==> config.mk <==
export PLATFORM = sky130hd
export DESIGN_NAME = ad_absorb
export DESIGN_NICKNAME = d
export VERILOG_FILES = /design/src/rtl/ad_absorb.sv
export SDC_FILE = /design/constraint.sdc
export NUM_CORES = 1
export LEC_CHECK = 0
export ABC_AREA = 1
export BUFFER_PORTS_ARGS = -buffer_cell sky130_fd_sc_hd__buf_4
export CAP_MARGIN = 30
export CORE_AREA = 2 2 259 261
export DETAILED_ROUTE_END_ITERATION = 8
export DIE_AREA = 0 0 261 263
export GPL_TIMING_DRIVEN = 0
export PLACE_DENSITY = 0.49
export SLEW_MARGIN = 20
export SYNTH_ARGS = -nofsm -noshare
export SYNTH_HDL_FRONTEND = slang
export SYNTH_SLANG_ARGS = --single-unit
==> constraint.sdc <==
create_clock -name clk -period 4.7 [get_ports clk]
set_input_delay 1.175 -clock clk [delete_from_list [all_inputs] [get_ports clk]]
set_output_delay 1.175 -clock clk [all_outputs]
set_load 0.02 [all_outputs]
==> src/rtl/ad_absorb.sv <==
// ad_absorb: ACORN-128 associated-data stage (bit-serial AD absorb, then 256-step AD padding).
// Optional feature: define AD_LEN_COUNTER_EN to drive ad_len_out with the absorbed AD bit count.

module state_update128 (
  input  logic [292:0] s_i,
  input  logic         m_i,
  input  logic         ca_i,
  input  logic         cb_i,
  output logic [292:0] s_o
);
  function automatic logic maj(input logic x, input logic y, input logic z);
    return (x & y) ^ (x & z) ^ (y & z);
  endfunction

  function automatic logic ch(input logic x, input logic y, input logic z);
    return (x & y) ^ (~x & z);
  endfunction

  logic [292:0] t;
  logic         ks;
  logic         f;

  // LFSR feedbacks are applied top-down, so each uses the pre-step value of the bit below it.
  always_comb begin
    t      = s_i;
    t[289] = t[289] ^ t[235] ^ t[230];
    t[230] = t[230] ^ t[196] ^ t[193];
    t[193] = t[193] ^ t[160] ^ t[154];
    t[154] = t[154] ^ t[111] ^ t[107];
    t[107] = t[107] ^ t[66]  ^ t[61];
    t[61]  = t[61]  ^ t[23]  ^ t[0];
    ks     = t[12] ^ t[154] ^ maj(t[235], t[61], t[193]) ^ ch(t[230], t[111], t[66]);
    f      = t[0] ^ ~t[107] ^ maj(t[244], t[23], t[160]) ^ (ca_i & t[196]) ^ (cb_i & ks) ^ m_i;
    s_o    = {f, t[292:1]};
  end
endmodule

module ad_absorb #(
  parameter int AD_MAX_BYTES = 4096
) (
  input  logic         clk,
  input  logic         rst,
  input  logic         start,
  input  logic         ad_empty,
  input  logic [292:0] state_in,
  input  logic [7:0]   ad_data,
  input  logic         ad_valid,
  input  logic         ad_last,
  output logic         ad_ready,
  output logic         busy,
  output logic         done,
  output logic [292:0] state_out,
  output logic [63:0]  ad_len_out
);
  localparam int            CW       = $clog2(AD_MAX_BYTES + 1);
  localparam logic [CW-1:0] CNT_MAX  = CW'(AD_MAX_BYTES);
  localparam logic [CW-1:0] CNT_LAST = CW'(AD_MAX_BYTES - 1);

  localparam logic [1:0] IDLE   = 2'd0;
  localparam logic [1:0] ABSORB = 2'd1;
  localparam logic [1:0] PAD    = 2'd2;
  localparam logic [1:0] DONE   = 2'd3;

  logic [1:0]    fsm_q, fsm_d;
  logic [292:0]  st_q, st_d, st_upd;
  logic [7:0]    buf_q, buf_d;
  logic          full_q, full_d;
  logic          last_q, last_d;
  logic          hold_q, hold_d;
  logic [2:0]    idx_q, idx_d;
  logic [7:0]    pad_q, pad_d;
  logic [CW-1:0] cnt_q, cnt_d;
  logic          ready_q, ready_d;
  logic          busy_q, busy_d;
  logic          done_q, done_d;
  logic          mbit, ca, cb;

  state_update128 u_upd (
    .s_i (st_q),
    .m_i (mbit),
    .ca_i(ca),
    .cb_i(cb),
    .s_o (st_upd)
  );

  // Step controls for the single update instance.
  always_comb begin
    mbit = 1'b0;
    ca   = 1'b0;
    cb   = 1'b0;
    case (fsm_q)
      ABSORB: begin
        mbit = buf_q[idx_q];
        ca   = 1'b1;
        cb   = 1'b1;
      end
      PAD: begin
        mbit = (pad_q == 8'd0);
        ca   = ~pad_q[7];
        cb   = 1'b1;
      end
      default: begin
        mbit = 1'b0;
      end
    endcase
  end

  // Next-state logic; hold_q gives zero-length AD the same one-cycle load slot as a real byte.
  always_comb begin
    fsm_d  = fsm_q;
    st_d   = st_q;
    buf_d  = buf_q;
    full_d = full_q;
    last_d = last_q;
    hold_d = hold_q;
    idx_d  = idx_q;
    pad_d  = pad_q;
    cnt_d  = cnt_q;
    case (fsm_q)
      IDLE: begin
        if (start) begin
          st_d   = state_in;
          full_d = 1'b0;
          last_d = 1'b0;
          idx_d  = 3'd0;
          pad_d  = 8'd0;
          cnt_d  = '0;
          hold_d = ad_empty;
          fsm_d  = ad_empty ? PAD : ABSORB;
        end else begin
          fsm_d = IDLE;
        end
      end
      ABSORB: begin
        if (full_q) begin
          st_d  = st_upd;
          idx_d = idx_q + 3'd1;
          if (idx_q == 3'd7) begin
            full_d = 1'b0;
            if (last_q) begin
              fsm_d = PAD;
              pad_d = 8'd0;
            end else begin
              fsm_d = ABSORB;
            end
          end else begin
            full_d = 1'b1;
          end
        end else begin
          st_d = st_q;
        end
        if (ad_valid && ready_q) begin
          buf_d  = ad_data;
          full_d = 1'b1;
          idx_d  = 3'd0;
          last_d = ad_last | (cnt_q >= CNT_LAST);
          if (cnt_q != CNT_MAX) begin
            cnt_d = cnt_q + CW'(1);
          end else begin
            cnt_d = cnt_q;
          end
        end else begin
          buf_d = buf_q;
        end
      end
      PAD: begin
        if (hold_q) begin
          hold_d = 1'b0;
        end else begin
          st_d  = st_upd;
          pad_d = pad_q + 8'd1;
          if (pad_q == 8'hFF) begin
            fsm_d = DONE;
          end else begin
            fsm_d = PAD;
          end
        end
      end
      DONE: begin
        fsm_d = IDLE;
      end
      default: begin
        fsm_d = IDLE;
      end
    endcase
    busy_d  = (fsm_d == ABSORB) || (fsm_d == PAD);
    done_d  = (fsm_d == DONE);
    ready_d = (fsm_d == ABSORB) && (!full_d || ((idx_d == 3'd7) && !last_d));
  end

  // Working state and control registers.
  always_ff @(posedge clk or negedge rst) begin
    if (!rst) begin
      fsm_q   <= IDLE;
      st_q    <= '0;
      buf_q   <= 8'd0;
      full_q  <= 1'b0;
      last_q  <= 1'b0;
      hold_q  <= 1'b0;
      idx_q   <= 3'd0;
      pad_q   <= 8'd0;
      cnt_q   <= '0;
      ready_q <= 1'b0;
      busy_q  <= 1'b0;
      done_q  <= 1'b0;
    end else begin
      fsm_q   <= fsm_d;
      st_q    <= st_d;
      buf_q   <= buf_d;
      full_q  <= full_d;
      last_q  <= last_d;
      hold_q  <= hold_d;
      idx_q   <= idx_d;
      pad_q   <= pad_d;
      cnt_q   <= cnt_d;
      ready_q <= ready_d;
      busy_q  <= busy_d;
      done_q  <= done_d;
    end
  end

  assign ad_ready  = ready_q;
  assign busy      = busy_q;
  assign done      = done_q;
  assign state_out = st_q;

`ifdef AD_LEN_COUNTER_EN
  logic [63:0] len_q, len_d;

  // One count per absorbed bit; saturates and holds after done.
  always_comb begin
    len_d = len_q;
    if ((fsm_q == IDLE) && start) begin
      len_d = 64'd0;
    end else if ((fsm_q == ABSORB) && full_q && (len_q != 64'hFFFF_FFFF_FFFF_FFFF)) begin
      len_d = len_q + 64'd1;
    end else begin
      len_d = len_q;
    end
  end

  // AD length register.
  always_ff @(posedge clk or negedge rst) begin
    if (!rst) begin
      len_q <= 64'd0;
    end else begin
      len_q <= len_d;
    end
  end

  assign ad_len_out = len_q;
`else
  assign ad_len_out = 64'd0;
`endif
endmodule
==> results.md, run 1 <==
- The starting DRC count in detailed routing is between 1000 and 1500.
- Measured against its own limit, the worst slew margin works out to a little under two fifths.
- TritonCTS built the clock tree.
- Measured along the y axis, the die boundary spans between 200 and 300 um.
- The data required time of the worst path is a little over 5 ns.
- In this run the tool buffered the top-level ports with ~600 buffer cells.
- The floorplan die area is 68600 sq um.
- The post-CTS setup-driven buffer insertion count is 0.
- The first-pass GRT wire length is between 100000 and 150000 um.
- Summing all flip-flop and latch instances after layout gives between 8000 and 9000 sq um.
- The count of nets left with antenna violations once routing finished came out at 0.
- The maximum cell stage delay along the critical path is 0.65 ns.
- The clock transition at the registers of the reported paths is 0.06 ns.
- The final layout contains routed wiring with a total length of 69800 um.
- The number of max-cap violations is 0.
- The cell count after synthesis is 2051.
- The first detailed-routing pass took 5 iterations.
- Of all flip-flops after synthesis, the portion carrying an async set or reset was 100%.
- Dividing the detail-routed via count by the number of cells gives 4.64.
- The sum of negative setup slack is 0 ns.
- The H-tree was split into 2 levels.
- The via count of the first global-routing pass was roughly 17000.
- The flow ran to the end, and the final reports show no timing, DRC or antenna violations.
- The cell with the largest stage delay on the worst path is sky130_fd_sc_hd__clkbuf_1.
- The cell-internal power is 10.5 mW.
- The worst-skew pair later-pin latency is between 0.5 and 0.6 ns.
- In this run, post-CTS repair resized a total of 0 instances.
- For this run, design rule violations remaining after detail routing come to 0.
- The initial antenna violation count is 8.
- The number of rows created at floorplan is 94.
- The layout net count is between 3000 and 4000.
- The combinational share of power is 54.8%.
- The via count of the routed design is roughly 17000.
- Setup violations remaining at the end of the flow were counted as 0.
- For this design the ratio of total power to cell area is about 830 nW/um^2.
- The count of clock tree sinks is 333.
- After detailed routing, the average wire length per cell comes to ~19 um.
- The final number of hold-violating endpoints is 0.
- Each instance of the synthesized netlist takes up on average 8.11 sq um.
- The total of warnings raised by yosys is 0.
- The clock network accounts for between 10% and 20% of the total power.
- The final number of max-transition violations was 0.
- Entering global routing, the biggest net connects 80 pins.
- Setup repair after global routing left no endpoint under its margin.
- The layout cell share with drive strength beyond 1 is a little under 30%.
- The final critical path takes up between 60% and 70% of the cycle.
- The worst setup path is of the reg2reg kind.
- The overall fraction of global-route tracks in use is 19.7%.
- The horizontal die dimension is around 260 um.
- The highest ir drop seen on vdd is roughly 0.32 mV.
- The number of standard cells in the final layout excluding fillers is 3666.
- Hold repair after CTS inserted 0 buffers.
- The part of the total power dissipated in sequential elements is between 20 and 30%.
- For the pin with the worst max-slew slack, the measured transition is approximately 0.94 ns.
- The number of enable-type register cells in the synthesized netlist is 0.
- The area of the multi-input gates is roughly 6800 sq um.
- The number of register bits inferred by synthesis is roughly 330.
- In this run switching power makes up approximately 48% of total power.
- The minimum clock period is between 2 and 3 ns.
- The arrival time at the worst endpoint is 3.43 ns.
- After legalization and detailed placement, the total HPWL measured around 54000 um.
- For this configuration, the core starts out at a cell density of between 20 and 30%.
- The worst setup path is captured at a flip-flop.
- In the layout the commonest cells are sky130_fd_sc_hd__nand2_1 (689), sky130_fd_sc_hd__buf_4 (667), sky130_fd_sc_hd__dfrtp_1 (333).
- The maximum frequency from static timing analysis is 337 MHz.
- The mapped netlist covers approximately 17000 sq um.
- The cell seen most often among critical-path stages is sky130_fd_sc_hd__clkbuf_1.
- The analysis attributes to cell leakage a power of 11.6 nW.
- The startpoint class of the critical path is a flip-flop.
- The congestion estimate from routability-driven global placement came to approximately 0.9.
- For the final database, setup skew stands at roughly 0.0082 ns.
- The worst-case clock buffer depth is 3.
- Traced cell by cell, the critical path runs through inv_1, ha_1, clkbuf_1, clkbuf_1, clkbuf_1, o21ai_0, o21ai_0.
- The distinct cell type count after synthesis is 39.
- Fill cells in the final layout number approximately 7000.
- The leading register cell type out of synthesis is sky130_fd_sc_hd__dfrtp_1.
- The area added between synthesis and finish is 44.4%.
- The leading cell type in the layout, fill and taps excluded is sky130_fd_sc_hd__nand2_1.
- Summed over all layers, the global routing overflow is 0.
- The number of clock buffers added by TritonCTS is 43.
- Pin placement for this block handled 667 I/O pins.
- The largest fanout of any net on the critical path is 10.
- The tree is rooted in a sky130_fd_sc_hd__clkbuf_16.
- The power spent charging and discharging nets is between 9 and 10 mW.
- The type of the most critical hold path is reg2reg.
- The register area share after synthesis is approximately half.
- After detailed placement, the design holds a cell count of 3585.
- The area of the core is ~66000 sq um.
-- worst max-delay path: cells and delay by family (launching register included) --
family,cells,cell delay [ns]
buffers and inverters,4,1.76
flip-flops,1,0.42
AO/OA/AOI/OAI,2,0.40
adder cells (fa/ha/maj),1,0.28
-- cell type report --
type,instances,area share [%]
Antenna cell,5,0.0521
Buffer,200,6.11
Clock buffer,68,5.55
Clock inverter,8,0.297
Inverter,67,1.05
Multi-Input combinational cell,1514,28.4
Sequential cell,333,34.7
Tap cell,864,4.50
Timing Repair Buffer,607,19.4
-- routing by layer --
layer  GRT usage (%)  share of wire, %  up-vias
li1                -                 -     8110
met1            23.9                41     8163
met2            32.8                48      588
met3            6.14               8.0      133
met4            7.13               3.5       10
met5               0             0.099        -
-- power by group through the flow --
| stage | combinational, mW | clock (mW) | sequential, mW |
|---|---|---|---|
| after floorplan | 5.08 | 0 | 6.89 |
| after global routing | 12.0 | 3.55 | 5.91 |
| after global placement | 11.0 | 0 | 5.71 |
| final | 10.9 | 3.34 | 5.70 |
| after CTS | 11.1 | 3.45 | 5.72 |
| after detailed placement | 11.1 | 0 | 5.73 |
-- synth_stat cells, types with 2 or more instances --
master | n | area [sq um]
sky130_fd_sc_hd__nand2_1 | 689 | 2590
sky130_fd_sc_hd__dfrtp_1 | 333 | 8330
sky130_fd_sc_hd__nor2_1 | 310 | 1160
sky130_fd_sc_hd__a31oi_1 | 285 | 1780
sky130_fd_sc_hd__clkbuf_1 | 69 | 259
sky130_fd_sc_hd__buf_4 | 66 | 495
sky130_fd_sc_hd__buf_6 | 62 | 698
sky130_fd_sc_hd__inv_1 | 62 | 233
sky130_fd_sc_hd__nand3_1 | 47 | 235
sky130_fd_sc_hd__o21ai_0 | 38 | 190
sky130_fd_sc_hd__a21oi_1 | 16 | 80.1
sky130_fd_sc_hd__ha_1 | 12 | 150
sky130_fd_sc_hd__nor3_1 | 12 | 60.1
sky130_fd_sc_hd__xor2_1 | 6 | 52.6
sky130_fd_sc_hd__o31ai_1 | 5 | 37.5
sky130_fd_sc_hd__inv_2 | 4 | 15.0
sky130_fd_sc_hd__nand4_1 | 4 | 25.0
sky130_fd_sc_hd__buf_2 | 3 | 15.0
sky130_fd_sc_hd__o21a_1 | 3 | 22.5
sky130_fd_sc_hd__a21boi_1 | 2 | 15.0
sky130_fd_sc_hd__nor3b_1 | 2 | 15.0
sky130_fd_sc_hd__nor4_1 | 2 | 12.5
sky130_fd_sc_hd__o21ai_2 | 2 | 17.5
sky130_fd_sc_hd__o22ai_1 | 2 | 12.5
-- logic make-up (layout without fill, tap and decap cells) --
group                      after synthesis  after routing  synth area share, %
AOI/OAI and AO/OA                      359            359                 13.3
other                                    1             69               0.0225
and+or+nand+nor                       1072           1072                 25.0
buffers and inverters                  267            950                 10.3
adders and majority gates               12             12                0.903
xor gates and xnor gates                 7              7                0.369
DFF                                    333            333                 50.1
-- metrics by stage --
step | power (mW) | setup slack, ns | area [sq um] | util [%] | hold WS, ns
6_report | 20.0 | 1.73 | 24000 | 36.6 | 0.521
5_1_grt | 21.5 | 1.41 | 24000 | 36.6 | 0.557
3_3_place_gp | 16.7 | -1.11 | 22500 | 34.2 | 0.494
2_1_floorplan | 12.0 | 2.47 | 16900 | - | 0.475
4_1_cts | 20.3 | 1.54 | 24000 | 36.6 | 0.524
3_5_place_dp | 16.8 | 1.54 | 22600 | 34.4 | 0.505
-- sequential cells by signal (all words and copies together) (netlist names) --
register,count
state_out,293
fsm_q,2
buf_q,8
last_q,1
cnt_q,13
pad_q,8
hold_q,1
done,1
busy,1
idx_q,3
ad_ready,1
full_q,1
-- final timing paths --
check,startpoint,end,slack [ns],depth (start not counted)
max in group asynchronous,rst,state_out[75],2.63,4
min reg2reg,hold_q,hold_q,0.52,2
min in group asynchronous,rst,state_out[176],0.57,1
max,fsm_q[0],state_out[60],1.73,7
max reg2reg,fsm_q[0],state_out[60],1.73,7
min,hold_q,hold_q,0.52,2
Note: power is estimated with default switching activity, not from simulation.
==> run 2, diff against run 1 <==
CORE_AREA = 2 2 257 259   (was 2 2 259 261)
DIE_AREA = 0 0 259 261   (was 0 0 261 263)
PLACE_DENSITY = 0.51   (was 0.49)
clock period = 2.55 ns   (was 4.7 ns; I/O delays follow)
==> results.md, run 2 (synthesized netlist as in run 1, its figures left out) <==
- The final number of max-transition violations came to 0 (unchanged).
- The post-detailed-routing wire length is 68400 um (-2.1%).
- The worst setup path is captured at a flip-flop.
- The total non-filler cell area in the finished layout came to 24000 sq um (-0.21%).
- The first-pass GRT wire length came to 102000 um (-3.1%).
- The area of the core was 65000 sq um (-0.90%).
- The leakage component of the power is 11.6 nW (+0.18%).
- The startpoint identified for the worst register-to-register timing path is fsm_q[0].
- The final standard cell utilization of the core is 36.8% (+0.25 points).
- The arrival time at the worst endpoint was 2.84 ns (-0.59 ns).
- The initial cell density of the core is 25.6% (+0.23 points).
- The worst slew margin relative to its limit was 58.1% (+21 points).
- The largest net degree at the start of global routing is 91 (+14%).
- The count of H-tree levels built during CTS was 2 (unchanged).
- The number of flip-flops in the largest register is 293 (unchanged).
- The number of top-level pins is 667 (unchanged).
- The number of buffers added to fix hold violations after cts is 0 (unchanged).
- The area growth from synthesis to layout is 44.1%.
- The post-place instance area came to 22600 sq um (about the same).
- The post-CTS setup-driven buffer insertion count is 0 (unchanged).
- The worst-case clock skew is 0.0124 ns (+0.00415 ns).
- The run finished with clean final reports.
- The detail-routed via count per cell is 4.67 (+0.66%).
- The most critical setup path has its startpoint at fsm_q[0].
- The total global routing overflow is 0 (unchanged).
- The average detailed-routed wire length per instance was 18.7 um (-1.8%).
- The number of input and output port buffers inserted is 602 (unchanged).
- The worst-skew pair later-pin latency is 0.56 ns (about the same).
- Leaving out fill and tap cells, the most frequent cell in the layout is sky130_fd_sc_hd__nand2_1.
- The routability congestion estimate is 0.935 (+5.1%).
- The layout net count is 3080 (-0.16%).
- The highest ir drop seen on vdd is 0.661 mV (+110%).
- The clock tree from TritonCTS is done.
- The via count of the routed design came to 17070 (+0.39%).
- The number of buffers created by CTS is 41 (-4.7%).
- The final-report setup violation count was 0 (unchanged).
- The starting DRC count in detailed routing is 1442 (+33%).
- In the layout the commonest cells are sky130_fd_sc_hd__nand2_1 (689), sky130_fd_sc_hd__buf_4 (667), sky130_fd_sc_hd__dfrtp_1 (333).
- The tree is rooted in a sky130_fd_sc_hd__clkbuf_16.
- The startpoint class of the critical path is a flip-flop.
- The slack of the worst reg-to-reg path came to 0.18 ns (-1.56 ns).
- The overall fraction of global-route tracks in use is 19.5% (-0.26 points).
- The power per standard cell area is 1530 nW/um^2 (+84%).
- The chip height was 261 um (-0.76%).
- The clock transition at the registers of the reported paths was 0.06 ns (about the same).
- The remaining design rule violation count was 0 (unchanged).
- The path class of the tightest hold or removal check is in2async.
- The worst-case clock buffer depth is 3 (unchanged).
- The maximum frequency from static timing analysis is 421 MHz (+25%).
- The number of max-cap violations is 0 (unchanged).
- The initial antenna violation count is 4 (-4).
- The worst reg2reg path endpoint is state_out[225].
- The number of nets still failing antenna checks after routing is 0 (unchanged).
- The depth of the worst register-to-register path was 7 (unchanged).
- The number of rows created at floorplan is 94 (unchanged).
- The data required time of the worst path is 3.01 ns (-2.16 ns).
- The sum of net half-perimeters after detailed placement was 52700 um (-2.1%).
- The final clock period utilization by the worst path was 93.1% (+30 points).
- Setup repair after global routing left no endpoint under its margin.
- The minimum clock period came to 2.37 ns (-0.593 ns).
- The layout cell share with drive strength beyond 1 is 29.8% (+0.64 points).
- The floorplan die area is 67600 sq um (-1.5%).
- The count of TritonRoute iterations in the first routing pass was 5 (unchanged).
- The via count of the first global-routing pass came to 16694 (-1.9%).
- The horizontal die dimension is 259 um (-0.77%).
- The largest fanout of any net on the critical path was 10 (unchanged).
- The actual slew at the worst max-slew pin is 0.628 ns (-0.308 ns).
- The start-to-end type of the worst setup path is reg2reg.
- The count of clock tree sinks is 333 (unchanged).
- The final number of hold-violating endpoints is 0 (unchanged).
-- run 2: changes by cell type in the layout (fill, tap and decap cells not counted), sizes merged --
| cell | change |
|---|---|
| clkinv | +4 |
| clkbuf | -10 |
| bufinv | +1 |
| diode | -4 |
| buf | -1 |
-- run 2: worst max-delay path: stages (launching register included) --
cell                       delay [ns]
sky130_fd_sc_hd__dfrtp_1         0.41
sky130_fd_sc_hd__inv_1           0.10
sky130_fd_sc_hd__ha_1            0.44
sky130_fd_sc_hd__clkinv_2        0.17
sky130_fd_sc_hd__clkbuf_2        0.42
sky130_fd_sc_hd__clkbuf_1        0.35
sky130_fd_sc_hd__nand2_1         0.15
sky130_fd_sc_hd__a31oi_1         0.23
-- run 2: worst max-delay path by stage --
| stage | to | depth (start not counted) | slack [ns] |
|---|---|---|---|
| after floorplan | state_out[106] | 10 | 0.75 |
| after global placement | state_out[67] | 1 | -2.60 |
| after detailed placement | state_out[65] | 8 | -0.48 |
| after CTS | state_out[292] | 7 | 0.03 |
| after global routing | state_out[260] | 7 | 0.004 |
| final | state_out[225] | 7 | 0.18 |
-- run 2: per-layer routing --
layer	vias up	routed length (um)	GRT usage, %
li1	8079	-	-
met1	8212	27600	23.8
met2	646	33000	32.7
met3	127	5350	5.65
met4	6	2470	6.79
met5	-	30	0
-- run 2: report_power, final --
group	switching (mW)	leakage (nW)	internal (mW)
registers	2.61	3.84	7.94
clock network	2.42	0.684	3.59
logic	12.4	7.07	7.69
total	17.5	11.6	19.2
-- run 2: area by class of cell --
type                            instances  area (sq um)
Antenna cell                            1          2.50
Buffer                                198          1480
Clock buffer                           60          1250
Clock inverter                         13           125
Fill cell                            6809         41100
Inverter                               67           253
Multi-Input combinational cell       1514          6820
Sequential cell                       333          8330
Tap cell                              864          1080
Timing Repair Buffer                  606          4620
-- run 2: timing repair --
action / in CTS / in global routing
resized for setup: 6 / 16
setup endpoints to repair: 289 / 22
endpoints found under the hold margin: 0 / 0
pin swaps: 0 / 0
-- run 2: metrics by stage --
step                      setup TNS, ns  std cells  hold WS, ns  power [mW]  worst slack [ns]
after floorplan                       0       2114        0.342        22.1             0.749
after global placement          -928.88       3580        0.499        30.7             -2.60
after detailed placement         -41.11       3584        0.502        30.9            -0.481
after CTS                             0       3656       0.0361        37.2            0.0291
after global routing                  0       3656       0.0673        39.5           0.00399
final                                 0       3656       0.0306        36.7             0.176
